`src/rtl/uart_pkg.sv`:
```
// uart_pkg: shared UART types, constants and baud divider helper
//   rx_state_t : receiver FSM encoding (IDLE=0, START=1, DATA=2, STOP=3)
//   DATA_BITS  : payload bits per frame
//   OVERSAMPLE : ticks per bit
//   calc_div   : clock cycles per oversample tick, truncated
package uart_pkg;
    typedef enum logic [1:0] {
        IDLE  = 2'd0,
        START = 2'd1,
        DATA  = 2'd2,
        STOP  = 2'd3
    } rx_state_t;
    localparam int DATA_BITS  = 8;
    localparam int OVERSAMPLE = 16;
    function automatic int calc_div(input int clk_freq, input int baud, input int os);
        return clk_freq / (baud * os);
    endfunction
endpackage

```
`src/rtl/baud_tick_gen.sv`:
```
// baud_tick_gen: free-running oversample tick generator, shareable by rx and tx
//   clk   in  system clock
//   reset in  synchronous active-high reset
//   tick  out one-clk pulse every DIV clocks
module baud_tick_gen
    import uart_pkg::calc_div;
#(
    parameter int CLK_FREQ   = 100_000_000,
    parameter int BAUD       = 9600,
    parameter int OVERSAMPLE = 16
) (
    input  logic clk,
    input  logic reset,
    output logic tick
);
    localparam int DIV = calc_div(CLK_FREQ, BAUD, OVERSAMPLE);
    localparam int CW  = (DIV > 1) ? $clog2(DIV) : 1;
    logic [CW-1:0] r_cnt;
    logic          r_tick;
    logic          w_wrap;
    assign w_wrap = (r_cnt == CW'(DIV - 1));
    assign tick   = r_tick;
    always_ff @(posedge clk) begin
        if (reset) begin
            r_cnt  <= '0;
            r_tick <= 1'b0;
        end else begin
            r_cnt  <= w_wrap ? '0 : r_cnt + 1'b1;
            r_tick <= w_wrap;
        end
    end
endmodule

```
`src/rtl/uart_rx.sv`:
```
// uart_rx: 8N1 UART receiver, LSB first, 16x oversampled mid-bit sampling
//   clk       in   system clock
//   reset     in   synchronous active-high reset
//   rxd       in   asynchronous serial line, idles high
//   rx_data   out  last correctly received byte
//   rx_done   out  one-clk strobe, rx_data just updated
//   rx_busy   out  high while a frame is in progress
//   frame_err out  one-clk strobe, stop bit low and byte discarded
module uart_rx
    import uart_pkg::*;
#(
    parameter int CLK_FREQ = 100_000_000,
    parameter int BAUD     = 9600
) (
    input  logic                 clk,
    input  logic                 reset,
    input  logic                 rxd,
    output logic [DATA_BITS-1:0] rx_data,
    output logic                 rx_done,
    output logic                 rx_busy,
    output logic                 frame_err
);
    rx_state_t            r_state, w_next;
    logic                 r_sync1, r_sync2, r_prev;
    logic [3:0]           r_tick_cnt;
    logic [2:0]           r_bit_cnt;
    logic [DATA_BITS-1:0] r_shift, r_data;
    logic                 r_done, r_ferr, r_busy;
    logic                 w_tick, w_fall, w_mid, w_end, w_done, w_ferr;

    baud_tick_gen #(
        .CLK_FREQ  (CLK_FREQ),
        .BAUD      (BAUD),
        .OVERSAMPLE(OVERSAMPLE)
    ) u_tick (
        .clk  (clk),
        .reset(reset),
        .tick (w_tick)
    );

    // edge-based start: a line held low cannot retrigger
    assign w_fall = r_prev & ~r_sync2;
    assign w_mid  = w_tick && (r_tick_cnt == 4'd7);
    assign w_end  = w_tick && (r_tick_cnt == 4'd15);

    always_ff @(posedge clk) begin
        if (reset) r_state <= IDLE;
        else       r_state <= w_next;
    end

    always_comb begin
        w_next = r_state;
        case (r_state)
            IDLE:  w_next = w_fall ? START : IDLE;
            START: w_next = w_mid ? (r_sync2 ? IDLE : DATA) : START;
            DATA:  w_next = (w_end && r_bit_cnt == 3'd7) ? STOP : DATA;
            STOP:  w_next = w_end ? IDLE : STOP;
        endcase
    end

    always_comb begin
        w_done = (r_state == STOP) && w_end && r_sync2;
        w_ferr = (r_state == STOP) && w_end && !r_sync2;
    end

    always_ff @(posedge clk) begin
        if (reset) begin
            r_sync1    <= 1'b1;
            r_sync2    <= 1'b1;
            r_prev     <= 1'b1;
            r_tick_cnt <= '0;
            r_bit_cnt  <= '0;
            r_shift    <= '0;
            r_data     <= '0;
            r_done     <= 1'b0;
            r_ferr     <= 1'b0;
            r_busy     <= 1'b0;
        end else begin
            r_sync1 <= rxd;
            r_sync2 <= r_sync1;
            r_prev  <= r_sync2;
            r_done  <= w_done;
            r_ferr  <= w_ferr;
            // registered from next state so busy drops together with the strobes
            r_busy  <= (w_next != IDLE);
            if (w_done) r_data <= r_shift;
            // restart the tick count at the edge and again at mid start bit,
            // so every later wrap of 15 lands mid-bit
            if (r_state == IDLE || (r_state == START && w_mid)) r_tick_cnt <= '0;
            else if (w_tick) r_tick_cnt <= r_tick_cnt + 4'd1;
            if (r_state == START) r_bit_cnt <= '0;
            else if (r_state == DATA && w_end) r_bit_cnt <= r_bit_cnt + 3'd1;
            if (r_state == DATA && w_end) r_shift <= {r_sync2, r_shift[DATA_BITS-1:1]};
        end
    end

    assign rx_data   = r_data;
    assign rx_done   = r_done;
    assign rx_busy   = r_busy;
    assign frame_err = r_ferr;
endmodule

```
`config.mk`:
```
export PLATFORM = sky130hd
export DESIGN_NAME = uart_rx
export DESIGN_NICKNAME = d
export VERILOG_FILES = /design/src/rtl/uart_pkg.sv /design/src/rtl/baud_tick_gen.sv /design/src/rtl/uart_rx.sv
export SDC_FILE = /design/constraint.sdc
export NUM_CORES = 1
export LEC_CHECK = 0
export CELL_PAD_IN_SITES_DETAIL_PLACEMENT = 1
export CELL_PAD_IN_SITES_GLOBAL_PLACEMENT = 1
export CORE_UTILIZATION = 35
export CTS_CLUSTER_DIAMETER = 40
export DETAILED_ROUTE_END_ITERATION = 12
export GPL_TIMING_DRIVEN = 0
export PLACE_DENSITY_LB_ADDON = 0.1
export REMOVE_ABC_BUFFERS = 1
export SYNTH_ARGS = -nofsm -noshare
export SYNTH_HDL_FRONTEND = slang
export SYNTH_HIERARCHICAL = 1
export SYNTH_SLANG_ARGS = --single-unit
```
`constraint.sdc`:
```
create_clock -name clk -period 1.6 [get_ports clk]
set_input_delay 0.24 -clock clk [delete_from_list [all_inputs] [get_ports clk]]
set_output_delay 0.24 -clock clk [all_outputs]
set_load 0.02 [all_outputs]
```
==> results.md <==
- Worst Tran Pin Value: 0.5388 ns
- Power per Cell Area: 928.4 mW/mm^2
- CP bufs+invs: 1
- CTS tree: built
- Total routed wirelength: 3404 um
- Gate Count Post-Synth: 169
- Aggregate global-route resource usage: 0.1473
- Initial antenna violation count: 0
- Worst hold path type: reg -> reg
- Avg WL per Cell: 14.12 um
- Core area: 0.004474 mm^2
- Crit path capture type: flip-flop
- First-pass GRT wire length: 5754 um
- Layout area overhead: 23.44%
- Ant diodes: 0
- Clock buffer depth: 2
- Register area share after synthesis: 0.5000
- Reg2reg start: r_tick_cnt[1]
- Die span in x: 71.32 um
- Switching power: 0.0003952 W
- Filler Cell Count: 501
- H-tree depth: 2
- Synthesis-stage register bit count: 42
- DR DRC count: 0
- Dpl cells: 228
- Gate power share: 0.027
- Crit start category: flip-flop
- Hold-fix buffers, CTS: 0
- CP Max Fanout: 6
- Syn_area_per_cell: 9.950 um^2
- Vias per cell: 5.046
- Number of cells on the critical path: 6
- Hold Crit Start: r_sync1
- Cell-internal power: 0.001532 W
- I/O Buffers: 13
- Crit path from: r_tick_cnt[1]
- # IOs: 14
- Crit-path cells: ha_4 > nand3_2 > nor3_4 > clkbuf_16 > mux2i_1 > nor2_1
- Grt total ovfl: 0
- Worst slew margin: 0.6408
- Post-Route Setup TNS: 0 ns
- Final count of negative-setup-slack endpoints: 0
- Largest net degree at the start of global routing: 28
- Switching Fraction: 0.2051
- Synth cell types: 33
- Status: finished, final reports clean
- Seq pwr share: 0.554
- Starting DRT DRC Count: 28
- Setup slack, reg-to-reg: 0.06 ns
- Row cnt: 24
- DRT Pass-1 Iters: 4
- Share of post-route cells with drive strength above 1: 0.1799
- Minimum clock period: 1.543 ns
- Starting Density: 0.3758
- Slowest cell on crit path: dfxtp_4
- Worst Hold Path Cells: 1
- CTS Buf Count: 5
- Most frequent cells in the layout: 38 x dfxtp_1, 31 x nor2_1, 18 x mux2i_1
- Die ar.: 0.005086 mm^2
- Fmax: 648.2 MHz
- Worst skew pair latency: 0.29 ns
- Arr. time, crit path: 1.70 ns
- Clock transition at the registers of the reported paths: 0.08 ns
- Routed Antenna Nets: 0
- Clock root buffer: clkbuf_8
- Worst VDD drop: 0.0005875 V
- Hold violation count in the final report: 0
- CTS sink cnt: 42
- CP Class: reg -> reg
- Via count: 1216
- Max_cap viols: 0
- Final setup skew: 0.006868 ns
- Commonest non-fill, non-tap cell in the layout: dfxtp_1
- Clock network power share: 0.420
- Syn. warnings: 6
- Final Max Slew Viols: 0
- RePlAce Congestion: 0.7007
- Leak pwr: 0.8277 nW
- Mapped cell area: 0.001682 mm^2
- Non-filler cells, final: 241
- Place WS: -0.6174 ns
- Die height: 71.32 um
- Hpwl dp: 2172 um
- Slack of the critical path: 0.05729 ns
- Crit share post-route: 0.9642
- Crit path required time: 1.75 ns
- Crit path max-delay family: simple AND/OR/NAND/NOR gates
- Register-to-Register Path Depth: 6
- Final net count: 196
- Vias in the first global route: 1214
- Worst path max stage delay: 0.37 ns
[power groups by stage]
| stage | sequential [W] | clock (W) | combinational, W |
|---|---|---|---|
| after floorplan | 0.00109 | 0 | 0.0000268 |
| after detailed placement | 0.00109 | 0 | 0.0000529 |
| after global routing | 0.00107 | 0.000884 | 0.0000586 |
| final | 0.00107 | 0.000809 | 0.0000512 |
| after global placement | 0.00109 | 0 | 0.0000507 |
| after CTS | 0.00107 | 0.000848 | 0.0000527 |
[synth_stat cells]
library cell  count  area, um^2
nand4_2           2       25.02
a31oi_1           2       12.51
nor2b_1           2       12.51
mux2i_1          19       190.2
ha_1              5       62.56
or2b_1            1       7.510
xor2_1            2       17.52
a21oi_1           2       10.01
nand4_1           3       18.77
o21ai_0           6       30.03
buf_4             1       7.510
nand3_1           6       30.03
a41o_1            1       10.01
inv_1             7       26.28
buf_6             1       11.26
dfxtp_1          42       840.8
or2_2             2       12.51
and3_1            1       6.260
nor3_1            1       5.000
nand2_1           4       15.01
nor2_1           31       116.4
and4bb_1          1       12.51
buf_1             1       3.750
o31ai_1           1       7.510
and2_1            3       18.77
nor3_2            1       10.01
or3_1             5       31.28
xnor2_1           6       52.55
buf_2             2       10.01
or4_4             1       11.26
a21oi_2           5       43.79
clkbuf_1          1       3.750
a21o_2            1       8.760
[kinds of logic after synthesis]
kind of cell               Yosys count  synth area share
DFF                                 42            0.5000
AOI/OAI and AO/OA                   18           0.07292
muxes                               19            0.1131
adders and majority gates            5           0.03720
xor gates and xnor gates             8           0.04167
buffers and inverters               13           0.03720
and+or+nand+nor                     64            0.1979
[state kept, by name, summed over array words and instances, names as in the netlist]
name          count
r_shift           8
rx_done           1
r_tick_cnt        4
r_sync2           1
u_tick/tick       1
rx_data           8
r_bit_cnt         3
rx_busy           1
frame_err         1
r_prev            1
r_sync1           1
u_tick/r_cnt     10
r_state           2
[layer usage]
| layer | vias up | share of wire | global-route usage | wire length [um] |
|---|---|---|---|---|
| met5 | - | 0 | 0 | 0 |
| met4 | 0 | 0.016 | 0.07333 | 56 |
| li1 | 614 | - | - | - |
| met3 | 5 | 0.020 | 0.03376 | 67 |
| met2 | 11 | 0.48 | 0.2413 | 1641 |
| met1 | 586 | 0.48 | 0.1824 | 1639 |
[timing repair]
item | in CTS | in global routing
endpoints found under the setup margin | 32 | 21
setup buffers | 1 | 2
gates resized for setup | 7 | 11
pin swaps | 2 | 2
gates cloned | 1 | 1
[stage by stage]
| stage | instance area [um^2] | utilization | hold slack (ns) | power [W] |
|---|---|---|---|---|
| finish | 2076 | 0.4639 | 0.4195 | 0.001927 |
| global placement | 1841 | 0.4114 | 0.4034 | 0.001144 |
| global route | 2076 | 0.4639 | 0.4430 | 0.002011 |
| floorplan | 1645 | - | 0.3124 | 0.001120 |
| CTS | 2003 | 0.4477 | 0.4290 | 0.001971 |
| detailed placement | 1841 | 0.4114 | 0.4055 | 0.001147 |
[cell type report]
type | count | area, um^2 | area share
Clock buffer | 5 | 68.82 | 0.03315
Clock inverter | 3 | 40.04 | 0.01929
Inverter | 7 | 26.28 | 0.01266
Multi-Input combinational cell | 115 | 839.6 | 0.4045
Sequential cell | 42 | 850.8 | 0.4099
Tap cell | 52 | 65.06 | 0.03134
Timing Repair Buffer | 17 | 185.2 | 0.08921
[final timing paths]
check / endpoint
min: r_sync2
min reg2reg: r_sync2
max reg2reg: r_shift[1]
max: r_shift[1]
(Power assumes the default switching activity.)
